File: src/rtl/output_arbiter_21.sv
// Four-input output-port arbiter: round-robin grant with wormhole packet locking and downstream credit gating.
// Define PRESSURE_PRIO_EN to grant the fullest input FIFO first while idle.
module output_arbiter_21 #(
  parameter int DEPTH    = 8,
  parameter int WIDTH    = 3,
  parameter int DATASIZE = 40
) (
  input  logic                fifo_clk,
  input  logic                rst,
  input  logic                N_valid_in,
  input  logic                E_valid_in,
  input  logic                W_valid_in,
  input  logic                L_valid_in,
  input  logic [DATASIZE-1:0] N_data_in,
  input  logic [DATASIZE-1:0] E_data_in,
  input  logic [DATASIZE-1:0] W_data_in,
  input  logic [DATASIZE-1:0] L_data_in,
  input  logic [WIDTH:0]      N_pressure_in,
  input  logic [WIDTH:0]      E_pressure_in,
  input  logic [WIDTH:0]      W_pressure_in,
  input  logic [WIDTH:0]      L_pressure_in,
  output logic                fifo_ready_N,
  output logic                fifo_ready_E,
  output logic                fifo_ready_W,
  output logic                fifo_ready_L,
  input  logic [WIDTH:0]      out_pressure_in,
  output logic [DATASIZE-1:0] out_data,
  output logic                out_valid,
  output logic [1:0]          lock_owner,
  output logic                locked
);

  localparam logic [0:0] ST_IDLE = 1'b0;
  localparam logic [0:0] ST_LOCK = 1'b1;

  localparam logic [1:0] FT_HEAD   = 2'b10;
  localparam logic [1:0] FT_TAIL   = 2'b01;
  localparam logic [1:0] FT_SINGLE = 2'b11;

  localparam logic [WIDTH+1:0] DEPTH_W = (WIDTH+2)'(DEPTH);

  logic [0:0]          state_q, state_d;
  logic [1:0]          rr_ptr_q, rr_ptr_d;
  logic [1:0]          owner_q, owner_d;
  logic [DATASIZE-1:0] out_data_q, out_data_d;
  logic                out_valid_q, out_valid_d;

  logic [3:0]          valid_vec;
  logic [3:0]          elig;
  logic [DATASIZE-1:0] data_arr [4];
  logic [WIDTH+1:0]    fill_sum;
  logic                credit_ok;
  logic                grant_valid;
  logic [1:0]          grant_idx;
  logic [1:0]          scan_idx;
  logic                pop;
  logic [1:0]          flit_type;

  assign valid_vec   = {L_valid_in, W_valid_in, E_valid_in, N_valid_in};
  assign data_arr[0] = N_data_in;
  assign data_arr[1] = E_data_in;
  assign data_arr[2] = W_data_in;
  assign data_arr[3] = L_data_in;

  // Sum is one bit wider than the pressure bus so a full FIFO plus an in-flight write cannot wrap.
  assign fill_sum  = {1'b0, out_pressure_in} + {{(WIDTH+1){1'b0}}, out_valid_q};
  assign credit_ok = fill_sum < DEPTH_W;

  always_comb begin
    elig = '0;
    if (state_q == ST_IDLE) elig = valid_vec;
    else                    elig[owner_q] = valid_vec[owner_q];
  end

`ifdef PRESSURE_PRIO_EN
  logic [WIDTH:0] press_arr [4];
  logic [WIDTH:0] best_press;

  assign press_arr[0] = N_pressure_in;
  assign press_arr[1] = E_pressure_in;
  assign press_arr[2] = W_pressure_in;
  assign press_arr[3] = L_pressure_in;

  // Scan in round-robin order; strict '>' keeps the earliest requester on equal pressure.
  always_comb begin
    grant_valid = 1'b0;
    grant_idx   = rr_ptr_q;
    best_press  = '0;
    scan_idx    = rr_ptr_q;
    for (int i = 0; i < 4; i++) begin
      scan_idx = rr_ptr_q + 2'(i);
      if (elig[scan_idx] && (!grant_valid ||
          (state_q == ST_IDLE && press_arr[scan_idx] > best_press))) begin
        grant_valid = 1'b1;
        grant_idx   = scan_idx;
        best_press  = press_arr[scan_idx];
      end
    end
  end
`else
  logic unused_pressure;
  assign unused_pressure = ^{N_pressure_in, E_pressure_in, W_pressure_in, L_pressure_in};

  // NOTE: every variable gets a default at the top of always_comb, so no path can infer a latch.
  always_comb begin
    grant_valid = 1'b0;
    grant_idx   = rr_ptr_q;
    scan_idx    = rr_ptr_q;
    for (int i = 0; i < 4; i++) begin
      scan_idx = rr_ptr_q + 2'(i);
      if (elig[scan_idx] && !grant_valid) begin
        grant_valid = 1'b1;
        grant_idx   = scan_idx;
      end
    end
  end
`endif

  assign pop       = grant_valid & credit_ok & ~rst;
  assign flit_type = data_arr[grant_idx][DATASIZE-1 -: 2];

  assign fifo_ready_N = pop & (grant_idx == 2'd0);
  assign fifo_ready_E = pop & (grant_idx == 2'd1);
  assign fifo_ready_W = pop & (grant_idx == 2'd2);
  assign fifo_ready_L = pop & (grant_idx == 2'd3);

  always_comb begin
    state_d     = state_q;
    rr_ptr_d    = rr_ptr_q;
    owner_d     = owner_q;
    out_valid_d = pop;
    out_data_d  = pop ? data_arr[grant_idx] : out_data_q;
    if (pop) begin
      if (state_q == ST_IDLE) begin
        // Body/tail flits arriving while idle are treated like singles: no lock.
        if (flit_type == FT_HEAD) begin
          state_d = ST_LOCK;
          owner_d = grant_idx;
        end else begin
          rr_ptr_d = grant_idx + 2'd1;
        end
      end else if (flit_type == FT_TAIL || flit_type == FT_SINGLE) begin
        state_d  = ST_IDLE;
        rr_ptr_d = owner_q + 2'd1;
      end
    end
  end

  // NOTE: sequential state uses non-blocking assignments only; the reset is asynchronous, active-high.
  always_ff @(posedge fifo_clk or posedge rst) begin
    if (rst) begin
      state_q     <= ST_IDLE;
      rr_ptr_q    <= 2'd0;
      owner_q     <= 2'd0;
      out_data_q  <= '0;
      out_valid_q <= 1'b0;
    end else begin
      state_q     <= state_d;
      rr_ptr_q    <= rr_ptr_d;
      owner_q     <= owner_d;
      out_data_q  <= out_data_d;
      out_valid_q <= out_valid_d;
    end
  end

  assign out_data   = out_data_q;
  assign out_valid  = out_valid_q;
  assign lock_owner = owner_q;
  assign locked     = (state_q == ST_LOCK);

endmodule

File: config.mk
export PLATFORM = sky130hd
export DESIGN_NAME = output_arbiter_21
export DESIGN_NICKNAME = d
export VERILOG_FILES = /design/src/rtl/output_arbiter_21.sv
export SDC_FILE = /design/constraint.sdc
export NUM_CORES = 1
export LEC_CHECK = 0
export CORE_MARGIN = 2
export CORE_UTILIZATION = 37
export DETAILED_ROUTE_END_ITERATION = 8
export PLACE_DENSITY = 0.82
export SETUP_SLACK_MARGIN = 0.15
export SLEW_MARGIN = 5
export SYNTH_ARGS = -nofsm -noshare
export SYNTH_HDL_FRONTEND = slang
export SYNTH_SLANG_ARGS = --single-unit
File: constraint.sdc
create_clock -name fifo_clk -period 2.7 [get_ports fifo_clk]
set_clock_uncertainty 0.15 [all_clocks]
set_input_delay 0.54 -clock fifo_clk [delete_from_list [all_inputs] [get_ports fifo_clk]]
set_output_delay 0.54 -clock fifo_clk [all_outputs]
set_load 0.005 [all_outputs]
# Yosys cells after proc, flatten, opt, wreduce, memory -nomap -nowiden
# Cells that the tools add are included.
[totals]
reg_bits = 46
in_bits = 186
out_inout_bits = 48
elab_cells = 77
[classes]
addsub = 6
magnitude_cmp = 8
eq_ne = 8
muxes = 29
n_bitwise = 10
n_reduce_logical = 11
[ops]
columns = ["op", "n"]
rows = [
  ["$bmux W40 S2", 1],
  ["$mux W40", 2],
  ["$lt A2 B3 Y1 const B", 5],
  ["$mux W1", 13],
  ["$mux W2", 6],
  ["$bmux W1 S2", 5],
  ["$eq A2 B2 Y1 const B", 4],
  ["$add A2 B1 Y2 const B", 3],
  ["$and A1 B1 Y1", 6],
  ["$reduce_and A3 Y1", 2],
  ["$add A4 B1 Y5", 1],
  ["$lt A5 B4 Y1 const B", 1],
  ["$add A2 B2 Y2 const B", 2],
  ["$and A4 B4 Y4", 1],
  ["$eq A2 B1 Y1 const B", 2],
  ["$logic_and A1 B1 Y1", 4],
  ["$mux W4", 1],
  ["$ge A3 B3 Y1 const B", 1],
  ["$logic_not A1 Y1", 3],
  ["$not A2 Y3", 1],
  ["$demux W1 S2", 1],
  ["$ge A2 B1 Y1 const B", 1],
  ["$logic_not A2 Y1", 1],
  ["$ne A2 B1 Y1 const B", 1],
  ["3 further kinds", 4],
]

# Longest topological paths before layout
# Gate-level depths: netlist of run 1.
[logic_depth]
ltp_word = 26
depth_mapped = 11
mapped_depth_nobuf = 8

# Worst setup path before layout of run 1
# Ideal clock, no wire load.
[synth_path]
path_type = "input -> output"
from = "input port N_valid_in"
to = "output port fifo_ready_N"
arrival_ps = 1992
t_required_ps = 2010
slack_ps = 18
cell_stages = 9
n_path_buf = 4
path_cell_list = "buf_4 > or3b_1 > o311ai_1 > a31oi_1 > and2_1 > buf_6 > buf_6 > buf_4 > nor3_1"
[synth_between]
elab_chain_cells = 19
elab_cells_between_ends = 29
classes_between = "18 x mux; 4 x bitwise; 7 x reduce/logical"
[synth_lines]
columns = ["item", "line_no", "text"]
rows = [
  ["from (decl)", "10", "input logic N_valid_in,"],
  ["$bmux W1 S2", "72", "else elig[owner_q] = valid_vec[owner_q];"],
  ["$mux W1 (implied by the code)", "72", ""],
  ["$and A4 B4 Y4 (no source line)", "-", ""],
  ["$mux W4 *", "71", "if (state_q == ST_IDLE) elig = valid_vec;"],
  ["$bmux W1 S2", "111", "if (elig[scan_idx] && !grant_valid) begin"],
  ["$mux W1 (implied by the code)", "111", ""],
  ["$mux W1", "111", ""],
  ["$logic_not A1 Y1", "111", ""],
  ["(+2 left out)", "-", ""],
  ["$logic_not A1 Y1", "111", ""],
  ["$logic_and A1 B1 Y1", "111", ""],
  ["$mux W1", "111", ""],
  ["$logic_not A1 Y1", "111", ""],
  ["$logic_and A1 B1 Y1", "111", ""],
  ["$mux W1", "111", ""],
  ["$and A1 B1 Y1 (2 in a row)", "119", "assign pop = grant_valid & credit_ok & ~rst;"],
  ["$and A1 B1 Y1 *", "122", "assign fifo_ready_N = pop & (grant_idx == 2'd0);"],
  ["to (decl)", "22", "output logic fifo_ready_N,"],
]
# Mark *: on every way between the ends. The rest lies on a longest branch, timed or not. The select of a mux whose other input is x is not followed.

# Final worst setup path of run 1
[layout_path]
from = "register owner_q[0] (netlist: lock_owner[0])"
to = "register owner_q[1] (netlist: lock_owner[1])"
[layout_between]
elab_chain_cells = 24
elab_cells_between_ends = 38
classes_between = "2 x order compare; 1 x eq/ne; 23 x mux; 4 x bitwise; 8 x reduce/logical"
[layout_lines]
columns = ["item", "line_no", "text"]
rows = [
  ["from (decl)", "44", "logic [1:0] owner_q, owner_d;"],
  ["from (signal assigned)", "160", "owner_q <= owner_d;"],
  ["$lt A2 B3 Y1 (implied by the code) / $ge A2 B1 Y1 (equally long branches)", "72", ""],
  ["$logic_and A1 B1 Y1 (implied by the code)", "72", ""],
  ["$mux W1 (implied by the code)", "72", ""],
  ["$demux W1 S2", "72", ""],
  ["$and A4 B4 Y4 (no source line) *", "-", ""],
  ["$mux W4 *", "71", ""],
  ["$bmux W1 S2", "111", ""],
  ["$mux W1 (implied by the code)", "111", ""],
  ["(+7 left out)", "-", ""],
  ["$logic_not A1 Y1", "111", ""],
  ["$logic_and A1 B1 Y1", "111", ""],
  ["$mux W2", "111", ""],
  ["$not A2 Y3 (implied by the code)", "120", "assign flit_type = data_arr[grant_idx][DATASIZE-1 -: 2];"],
  ["$bmux W40 S2", "120", ""],
  ["$mux W40 (implied by the code) (2 in a row)", "120", ""],
  ["$eq A2 B2 Y1", "136", "if (flit_type == FT_HEAD) begin"],
  ["$reduce_and A3 Y1 (no source line)", "-", ""],
]
# Marked as above.
# A chain may end at the register's enable or synchronous reset.

==> results of run 1 <==
[through the flow]
step	utilization [%]	hold WS, ns	TNS [ns]
after CTS	72.0	0.347	-0.120
after floorplan	-	0.324	0
after detailed placement	66.5	0.326	-25.65
after global routing	76.5	0.377	-2.58
final	76.5	0.351	-0.878
after global placement	66.5	0.317	-21.95
[sequential cells by signal, indices dropped and copies added (netlist names)]
| name | count |
|---|---|
| rr_ptr_q | 2 |
| locked | 1 |
| lock_owner | 2 |
| out_valid | 1 |
| out_data | 40 |
[cell type report]
cell class	count	area, um^2	area share, %
tap	129	161	2.26
clock inverter	2	12.5	0.175
multi-input combinational	238	2550	35.7
inverter	9	35.0	0.491
sequential	46	1150	16.2
clock buffer	6	82.6	1.16
timing repair buffer	307	3140	44.0
[report_power, final]
part / total, mW / switching, mW / leakage (nW) / internal, mW
sequential: 1.29 / 0.245 / 0.541 / 1.05
combinational: 7.50 / 2.99 / 2.60 / 4.50
clock: 0.449 / 0.243 / 0.0472 / 0.206
total: 9.24 / 3.48 / 3.19 / 5.76
[per-layer routing]
metal | global-route usage (%) | vias up | share of wire (%)
met4 | 7.18 | 0 | 3.2
met2 | 42.7 | 163 | 53
met5 | 0 | - | 0
met1 | 26.1 | 1864 | 37
met3 | 5.40 | 41 | 6.4
li1 | - | 1765 | -
[kinds of logic after synthesis]
logic type | after synthesis | share of synthesized area (%)
buf+inv | 35 | 6.73
compound gates | 42 | 9.38
xor+xnor | 1 | 0.244
mux | 159 | 45.8
flops | 46 | 32.1
simple gates | 36 | 5.76
[synth_stat cells, types with 2 or more instances]
library cell,instances
o21ai_0,6
o211ai_1,4
nor3_1,5
nor2_1,8
nand2_1,4
mux2i_1,118
buf_6,8
mux2_1,2
o21a_1,2
buf_2,6
nand3_1,4
o21ai_1,2
a21oi_1,3
mux2_2,39
inv_1,8
nand4_1,3
o31ai_1,4
a21o_1,3
nand2b_1,5
buf_4,11
dfrtp_1,46
[how the worst min path moves through the flow]
stage	endpoint	start	slack, ns	cells past startpoint
after CTS	out_data[39]$_DFFE_PP0P_	out_data[39]$_DFFE_PP0P_	0.35	1
after global routing	out_data[39]$_DFFE_PP0P_	out_data[39]$_DFFE_PP0P_	0.38	1
after detailed placement	out_data[39]$_DFFE_PP0P_	out_data[39]$_DFFE_PP0P_	0.33	1
after floorplan	out_data[39]$_DFFE_PP0P_	out_data[39]$_DFFE_PP0P_	0.32	1
after global placement	out_data[39]$_DFFE_PP0P_	out_data[39]$_DFFE_PP0P_	0.32	1
final	out_data[39]$_DFFE_PP0P_	out_data[39]$_DFFE_PP0P_	0.35	1
[critical path, cell delays in order (launching register included)]
cell	delay (ns)
dfrtp_2	0.47
buf_6	0.14
or3b_4	0.37
o311ai_4	0.10
a31oi_4	0.13
and2_4	0.19
buf_6	0.12
buf_6	0.12
buf_12	0.13
mux2i_2	0.17
nor4_4	0.25
mux2_4	0.33
[repair_timing]
| action | CTS | global route |
|---|---|---|
| setup buffers | 18 | 10 |
| resized for setup | 62 | 76 |
| gates cloned | 3 | 4 |
| pin swaps | 6 | 9 |
| endpoints found under the setup margin | 49 | 49 |
==> results.sh, run 1 <==
export IMPL_yosysWarnings=0
export IMPL_worst_slew_pin_slew_ns=0.522
export IMPL_worstPathRequired_ns=2.73
export IMPL_hold_buffers=0
export IMPL_place_area_um2=6200
export IMPL_ir_drop_v=0.000657
export IMPL_antenna_found_initial=0
export IMPL_antenna_cells=0
export IMPL_p_total_mw=9.24
export IMPL_syn_area_um2=3590
export IMPL_p_leak_nw=3.19
export IMPL_drv_slew=0
export IMPL_slew_headroom_pct=65.2
export IMPL_r2r_slack_ns=-0.11
export IMPL_final_area_um2=7140
export IMPL_drt_antenna_violating_nets=0
export IMPL_fin_ws_ns=-0.106
export IMPL_htreeDepth=2
export IMPL_placementRows=35
export IMPL_post_drt_wl_per_cell_um=19.2
export IMPL_rr_worst_depth=11
export IMPL_initial_core_util_pct=38.5
export IMPL_hpwlAfterDp_mm=9.51
export IMPL_crit_fanout=6
export IMPL_place_ws_ns=-0.669
export IMPL_die_x_um=102
export IMPL_clk_latency_ns=0.30
export IMPL_p_per_area_nw_per_um2=1290
export IMPL_max_freq_mhz=356
export IMPL_start_kind="flip-flop"
export IMPL_cts_sinks=46
export IMPL_fin_nets=793
export IMPL_viasPerCell=5.20
export IMPL_fill_cells=619
export IMPL_synthToLayoutAreaGrowth_pct=99.0
export IMPL_rr_endpoint="lock_owner[1]$_DFFE_PP0P_"
export IMPL_maxCapViolations=0
export IMPL_grt_pass1_vias=3962
export IMPL_synth_area_leader_cell="mux2i_1"
export IMPL_mostFrequentLayoutCell="clkdlybuf4s50_1"
export IMPL_critPathCapture="lock_owner[1]$_DFFE_PP0P_"
export IMPL_drc=0
export IMPL_end_kind="flip-flop"
export IMPL_instances_no_fill=737
export IMPL_async_flop_share_pct=100
export IMPL_cts_tree="yes"
export IMPL_critPathKind="flip-flop to flip-flop"
export IMPL_synth_top_area_share_pct=32.9
export IMPL_grt_usage_pct=23.1
export IMPL_cp_startpoint="lock_owner[0]$_DFFE_PP0P_"
export IMPL_drive_gt1_share_pct=31.9
export IMPL_seq_area_frac_synth_pct=32.1
export IMPL_ys_top_cells_by_area="mux2i_1 (33%), dfrtp_1 (32%), mux2_2 (12%)"
export IMPL_dp_cells=694
export IMPL_syn_num_nets=505
export IMPL_final_cell_mix="clkdlybuf4s50_1 (209), mux2i_1 (110), buf_4 (57), dfrtp_1 (43), mux2_4 (27)"
export IMPL_crit_arrival_ns=2.84
export IMPL_drt_iter0_markers=127
export IMPL_die_y_um=102
export IMPL_cts_buffers_inserted=5
export IMPL_ys_types=49
export IMPL_grt_pass1_wl_mm=18.9
export IMPL_drt_wl_total_mm=14.2
export IMPL_cts_root_buf="clkbuf_8"
export IMPL_synth_edff_count=0
export IMPL_vias=3833
export IMPL_hold_viol=0
export IMPL_rsz0062_at_grt="yes"
export IMPL_drt_first_pass_iters=4
export IMPL_grt_start_max_net_pins=43
export IMPL_status="complete, but fails checks"
export IMPL_violations="setup timing"
export IMPL_r2r_start="lock_owner[0]$_DFFE_PP0P_"
export IMPL_hp_class="flip-flop to flip-flop"
export IMPL_port_buffers=217
export IMPL_synth_cells=319
export IMPL_io_pin_count=234
export IMPL_ys_flop_type="dfrtp_1"
export IMPL_gr_total_overflow=0
export IMPL_fin_crit_sh_pct=104
export IMPL_core_um2=9330
export IMPL_path_clk_slew_ns=0.10
export IMPL_gp_congestion=0.957
export IMPL_synth_seq_cells=46
export IMPL_setup_viol=25
export IMPL_fin_crit_ns=2.81
export IMPL_dieArea_um2=10500
export IMPL_postSynthAreaPerCell_um2=11.2
export IMPL_clock_path_buffers=2
Power figures use the tool's default switching activity.
==> inputs of run 2 (changes only) <==
--- a/config.mk
+++ b/config.mk
@@ -6,9 +6,9 @@
 export NUM_CORES = 1
 export LEC_CHECK = 0
 export CORE_MARGIN = 2
-export CORE_UTILIZATION = 37
+export CORE_UTILIZATION = 40
 export DETAILED_ROUTE_END_ITERATION = 8
-export PLACE_DENSITY = 0.82
+export PLACE_DENSITY = 0.88
 export SETUP_SLACK_MARGIN = 0.15
 export SLEW_MARGIN = 5
 export SYNTH_ARGS = -nofsm -noshare
==> constraint.sdc (replaced) <==
create_clock -name fifo_clk -period 3.5 [get_ports fifo_clk]
set_clock_uncertainty 0.15 [all_clocks]
set_input_delay 0.7 -clock fifo_clk [delete_from_list [all_inputs] [get_ports fifo_clk]]
set_output_delay 0.7 -clock fifo_clk [all_outputs]
set_load 0.005 [all_outputs]
==> results.sh, run 2 (synthesized netlist as in run 1, its figures left out) <==
export IMPL_slew_headroom_pct=35.7
export IMPL_place_area_um2=5970
export IMPL_p_total_mw=5.16
export IMPL_critPathKind="input pin to primary output"
export IMPL_placementRows=34
export IMPL_clk_latency_ns=0.29
export IMPL_rr_endpoint="lock_owner[1]$_DFFE_PP0P_"
export IMPL_core_um2=8720
export IMPL_port_buffers=217
export IMPL_power_share_clock_pct=6.5
export IMPL_dieArea_um2=9740
export IMPL_cts_root_buf="clkbuf_8"
export IMPL_grt_start_max_net_pins=47
export IMPL_die_x_um=98.7
export IMPL_hold_viol=0
export IMPL_setup_viol=0
export IMPL_p_switching_mw=2.02
export IMPL_crit_fanout=4
export IMPL_antenna_found_initial=0
export IMPL_r2r_start="locked$_DFFE_PP0P_"
export IMPL_ir_drop_v=0.000721
export IMPL_hpwlAfterDp_mm=8.88
export IMPL_path_clk_slew_ns=0.08
export IMPL_synthToLayoutAreaGrowth_pct=72.1
export IMPL_combinationalPowerShare_pct=73.9
export IMPL_final_cell_mix="clkdlybuf4s50_1 (209), mux2i_1 (118), dfrtp_1 (45), mux2_2 (39), buf_4 (37)"
export IMPL_netSwitchingFraction_pct=39.2
export IMPL_fill_cells=657
export IMPL_vias=3491
export IMPL_fin_util_pct=70.8
export IMPL_initial_core_util_pct=41.1
export IMPL_drv_slew=0
export IMPL_cts_buffers_inserted=5
export IMPL_drc=0
export IMPL_largest_reg_flops=40
export IMPL_antenna_cells=0
export IMPL_final_area_um2=6170
export IMPL_grt_usage_pct=22.6
export IMPL_rsz0062_at_grt="no"
export IMPL_hold_path_depth=1
export IMPL_fin_crit_ns=3.20
export IMPL_clock_path_buffers=2
export IMPL_seq_power_share_pct=19.6
export IMPL_p_per_area_nw_per_um2=835
export IMPL_crit_arrival_ns=2.35
export IMPL_p_int_mw=3.13
export IMPL_r2r_slack_ns=0.39
export IMPL_start_kind="input pin"
export IMPL_drt_antenna_violating_nets=0
export IMPL_drive_gt1_share_pct=19.7
export IMPL_min_delay_start="out_data[6]$_DFFE_PP0P_"
export IMPL_fin_crit_sh_pct=91.5
export IMPL_hold_ws_ns=0.360
export IMPL_p_leak_nw=2.74
export IMPL_drt_first_pass_iters=4
export IMPL_gp_congestion=0.835
export IMPL_min_to="out_data[6]$_DFFE_PP0P_"
export IMPL_setup_tns_final_ns=0
export IMPL_gr_total_overflow=0
export IMPL_cts_sinks=46
export IMPL_worstPathRequired_ns=2.65
export IMPL_max_freq_mhz=312
export IMPL_worst_slew_pin_slew_ns=0.963
export IMPL_grt_pass1_wl_mm=18.0
export IMPL_viasPerCell=5.23
export IMPL_drt_wl_total_mm=11.2
export IMPL_hp_class="flip-flop to flip-flop"
export IMPL_htreeDepth=2
export IMPL_cts_tree="yes"
export IMPL_status="complete, no violations"
export IMPL_maxCapViolations=0
export IMPL_die_y_um=98.7
export IMPL_post_drt_wl_per_cell_um=16.7
export IMPL_drt_iter0_markers=55
export IMPL_rr_worst_depth=10
export IMPL_io_pin_count=234
export IMPL_mostFrequentLayoutCell="clkdlybuf4s50_1"
export IMPL_end_kind="primary output"
export IMPL_fin_nets=744
export IMPL_grt_pass1_vias=3804
run 2: final cells by class:
cell class / instances / area (um^2) / area share [%]
well taps: 108 / 135 / 2.19
clock buffers: 7 / 86.3 / 1.40
flip-flops and latches: 46 / 1150 / 18.7
clock inverters: 1 / 5.00 / 0.0811
inverters: 9 / 33.8 / 0.547
multi-input cells: 238 / 2250 / 36.5
repair buffers: 258 / 2510 / 40.6
run 2: repair_timing:
action,4_1_cts,5_1_grt
setup buffers,7,1
hold buffers,0,0
pin swaps,4,4
setup endpoints to repair,6,8
gates resized for setup,18,12
run 2: metal layers:
| metal | up-vias | global-route usage (%) | part of all wire (%) |
|---|---|---|---|
| li1 | 1666 | - | - |
| met1 | 1684 | 25.0 | 37 |
| met2 | 125 | 43.4 | 55 |
| met3 | 16 | 5.39 | 6.6 |
| met4 | 0 | 4.95 | 1.6 |
| met5 | - | 0 | 0 |
run 2: per-stage QoR:
| stage | setup WS (ns) | std cells |
|---|---|---|
| 2_1_floorplan | 0.498 | 319 |
| 3_3_place_gp | -0.130 | 651 |
| 3_5_place_dp | -0.173 | 651 |
| 4_1_cts | 0.157 | 666 |
| 5_1_grt | 0.204 | 667 |
| 6_report | 0.296 | 667 |
run 2: worst max path at each step:
stage                       startpoint                         to  slack [ns]  cells past startpoint
finish                      N_valid_in               fifo_ready_W        0.30                      8
global route        locked$_DFFE_PP0P_               fifo_ready_W        0.20                      8
CTS                         E_valid_in               fifo_ready_N        0.16                      8
detailed placement          W_valid_in  lock_owner[1]$_DFFE_PP0P_       -0.17                      9
global placement            N_valid_in  lock_owner[1]$_DFFE_PP0P_       -0.13                      9
floorplan                   N_valid_in               fifo_ready_N        0.50                      9
run 2: worst max-delay path, cell delays in order:
cell and delay, ns:
dlygate4sd2_1 0.29, or3b_1 0.37, o311ai_1 0.10, a31oi_1 0.15
and2_4 0.19, buf_4 0.15, nor3_1 0.17, clkdlybuf4s15_2 0.24
run 2: power groups by stage:
| stage | logic, mW | clock network, mW | registers, mW |
|---|---|---|---|
| finish | 3.81 | 0.336 | 1.01 |
| global route | 4.10 | 0.369 | 1.05 |
| CTS | 3.81 | 0.345 | 1.00 |
| detailed placement | 3.68 | 0 | 1.01 |
| global placement | 3.58 | 0 | 0.986 |
| floorplan | 2.47 | 0 | 0.967 |
==> inputs of run 3 (changes only) <==
--- a/config.mk
+++ b/config.mk
@@ -5,10 +5,11 @@
 export SDC_FILE = /design/constraint.sdc
 export NUM_CORES = 1
 export LEC_CHECK = 0
+export ABC_AREA = 1
 export CORE_MARGIN = 2
 export CORE_UTILIZATION = 40
 export DETAILED_ROUTE_END_ITERATION = 8
-export PLACE_DENSITY = 0.88
+export PLACE_DENSITY = 0.87
 export SETUP_SLACK_MARGIN = 0.15
 export SLEW_MARGIN = 5
 export SYNTH_ARGS = -nofsm -noshare
==> constraint.sdc (replaced) <==
create_clock -name fifo_clk -period 3.5 [get_ports fifo_clk]
set_clock_uncertainty 0.15 [all_clocks]
set_input_delay 0.7 -clock fifo_clk [delete_from_list [all_inputs] [get_ports fifo_clk]]
set_output_delay 0.7 -clock fifo_clk [all_outputs]
set_load 0.02 [all_outputs]
==> results.sh, run 3 <==
export IMPL_status="complete, no violations"
export IMPL_hold_viol=0
export IMPL_fill_cells=739
export IMPL_setup_viol=0
export IMPL_grt_usage_pct=25.9
export IMPL_fin_crit_ns=3.25
export IMPL_vias=4684
export IMPL_drv_slew=0
export IMPL_largest_reg_flops=40
export IMPL_worstPathRequired_ns=2.65
export IMPL_drt_iter0_markers=225
export IMPL_yosysWarnings=0
export IMPL_grt_pass1_wl_mm=20.6
export IMPL_ys_types=27
export IMPL_grt_start_max_net_pins=47
export IMPL_grt_busiest_layer="met2"
export IMPL_antenna_cells=0
export IMPL_cts_buffers_inserted=5
export IMPL_ir_drop_v=0.000774
export IMPL_cts_root_buf="clkbuf_8"
export IMPL_groute_layer_met3_usage_pct=5.41
export IMPL_min_delay_start="out_data[0]$_DFFE_PP0P_"
export IMPL_syn_num_nets=781
export IMPL_max_freq_mhz=307
export IMPL_antenna_found_initial=0
export IMPL_synth_area_leader_cell="nand2_1"
export IMPL_dieArea_um2=9870
export IMPL_drc=0
export IMPL_syn_area_um2=3640
export IMPL_grt_pass1_vias=4400
export IMPL_crit_fanout=4
export IMPL_synth_seq_cells=46
export IMPL_end_kind="primary output"
export IMPL_clk_latency_ns=0.30
export IMPL_p_leak_nw=3.01
export IMPL_met1_usage_pct=30.8
export IMPL_slew_headroom_pct=33.4
export IMPL_ys_top_cells_by_area="nand2_1 (41%), dfrtp_1 (32%), nand3_1 (8.3%)"
export IMPL_seq_area_frac_synth_pct=31.6
export IMPL_postSynthAreaPerCell_um2=6.11
export IMPL_cts_tree="yes"
export IMPL_core_um2=8760
export IMPL_maxCapViolations=0
export IMPL_drive_gt1_share_pct=10.0
export IMPL_hold_ws_ns=0.335
export IMPL_port_buffers=217
export IMPL_start_kind="input pin"
export IMPL_hold_buffers=0
export IMPL_viasPerCell=5.12
export IMPL_fin_crit_sh_pct=93.0
export IMPL_die_x_um=99.4
export IMPL_critPathKind="input pin to primary output"
export IMPL_post_synth_top_count_cell="nand2_1"
export IMPL_synthToLayoutAreaGrowth_pct=66.3
export IMPL_die_y_um=99.4
export IMPL_hp_class="flip-flop to flip-flop"
export IMPL_gp_congestion=0.963
export IMPL_path_clk_slew_ns=0.09
export IMPL_crit_arrival_ns=2.40
export IMPL_hpwlAfterDp_mm=10.2
export IMPL_ys_flop_type="dfrtp_1"
export IMPL_cp_startpoint="N_valid_in"
export IMPL_cts_sinks=46
export IMPL_synth_edff_count=0
export IMPL_clock_path_buffers=2
export IMPL_post_drt_wl_per_cell_um=15.0
export IMPL_io_pin_count=234
export IMPL_synth_top_area_share_pct=41.1
export IMPL_drt_wl_total_mm=13.7
export IMPL_p_total_mw=7.28
export IMPL_final_cell_mix="nand2_1 (391), clkdlybuf4s50_1 (210), nand3_1 (54), dfrtp_1 (44), buf_4 (18)"
export IMPL_r2r_start="rr_ptr_q[1]$_DFFE_PP0P_"
export IMPL_fin_util_pct=69.0
export IMPL_drt_first_pass_iters=4
export IMPL_drt_antenna_violating_nets=0
export IMPL_grtUsageMet2_pct=47.7
export IMPL_hold_path_depth=2
export IMPL_rsz0062_at_grt="no"
export IMPL_fin_nets=992
export IMPL_synth_common_cells="nand2_1 (398), nand3_1 (60), dfrtp_1 (46)"
export IMPL_placementRows=34
export IMPL_worst_slew_pin_slew_ns=0.999
export IMPL_rr_worst_depth=16
export IMPL_gr_total_overflow=0
export IMPL_htreeDepth=2
export IMPL_p_per_area_nw_per_um2=1200
export IMPL_initial_core_util_pct=41.5
export IMPL_async_flop_share_pct=100
export IMPL_synth_cells=595
export IMPL_mostFrequentLayoutCell="nand2_1"
-- run 3: power breakdown --
part / internal [mW] / leakage (nW) / switching [mW]
logic: 2.12 / 2.38 / 3.83
registers: 0.777 / 0.580 / 0.199
clock network: 0.164 / 0.0489 / 0.191
-- run 3: per-layer routing --
metal / vias to the layer above / wire [um] / part of all wire [%]
met5: - / 0 / 0
met4: 0 / 309 / 2.3
met3: 32 / 1250 / 9.1
met2: 257 / 6840 / 50
met1: 2126 / 5300 / 39
li1: 2269 / - / -
-- run 3: cell type report --
cell class	count	area, um^2	area share (%)
inverter	14	55.1	0.910
clock buffer	7	86.3	1.43
tap	108	135	2.23
timing repair buffer	234	2310	38.2
clock inverter	1	8.76	0.145
multi-input combinational	505	2300	38.0
sequential	46	1150	19.1
-- run 3: kinds of logic after synthesis --
| kind of cell | count (synthesis) | synth area share, % |
|---|---|---|
| compound gates | 5 | 1.03 |
| xor+xnor | 1 | 0.757 |
| buf+inv | 45 | 7.74 |
| flops | 46 | 31.6 |
| simple gates | 498 | 58.8 |
-- run 3: path summary, 6_finish.rpt --
kind / to / slack [ns]
worst max-delay path: fifo_ready_L / 0.25
worst min-delay path: out_data[0]$_DFFE_PP0P_ / 0.33
worst max register to register: out_data[27]$_DFFE_PP0P_ / 0.55
worst min register to register: out_data[0]$_DFFE_PP0P_ / 0.33
max in group asynchronous: rr_ptr_q[0]$_DFFE_PP0P_ / 1.67
min in group asynchronous: out_data[4]$_DFFE_PP0P_ / 0.83
-- run 3: critical path, stage by stage --
cell	delay [ns]
clkdlybuf4s50_1	0.48
o21ai_2	0.07
nand2_1	0.09
nand3_2	0.11
nand2_4	0.14
nand2_1	0.09
nand2_1	0.06
nand2_1	0.06
nand2_1	0.08
nand2_1	0.05
nand2_1	0.07
nand2_2	0.08
nor3_1	0.15
buf_4	0.17
-- run 3: through the flow --
| step | setup TNS [ns] | area [um^2] | worst slack (ns) | std cells |
|---|---|---|---|---|
| after global routing | 0 | 6050 | 0.161 | 915 |
| after global placement | -1.03 | 5860 | -0.353 | 905 |
| final | 0 | 6050 | 0.247 | 915 |
| after floorplan | 0 | 3640 | 0.320 | 595 |
| after detailed placement | -2.76 | 5860 | -0.394 | 905 |
| after CTS | 0 | 5980 | 0.136 | 913 |
-- run 3: timing repair --
item / 4_1_cts / 5_1_grt
resized for setup: 32 / 16
buffers inserted: 0 / 1
endpoints found under the setup margin: 4 / 27
cloned: 0 / 1
pin swaps: 5 / 8
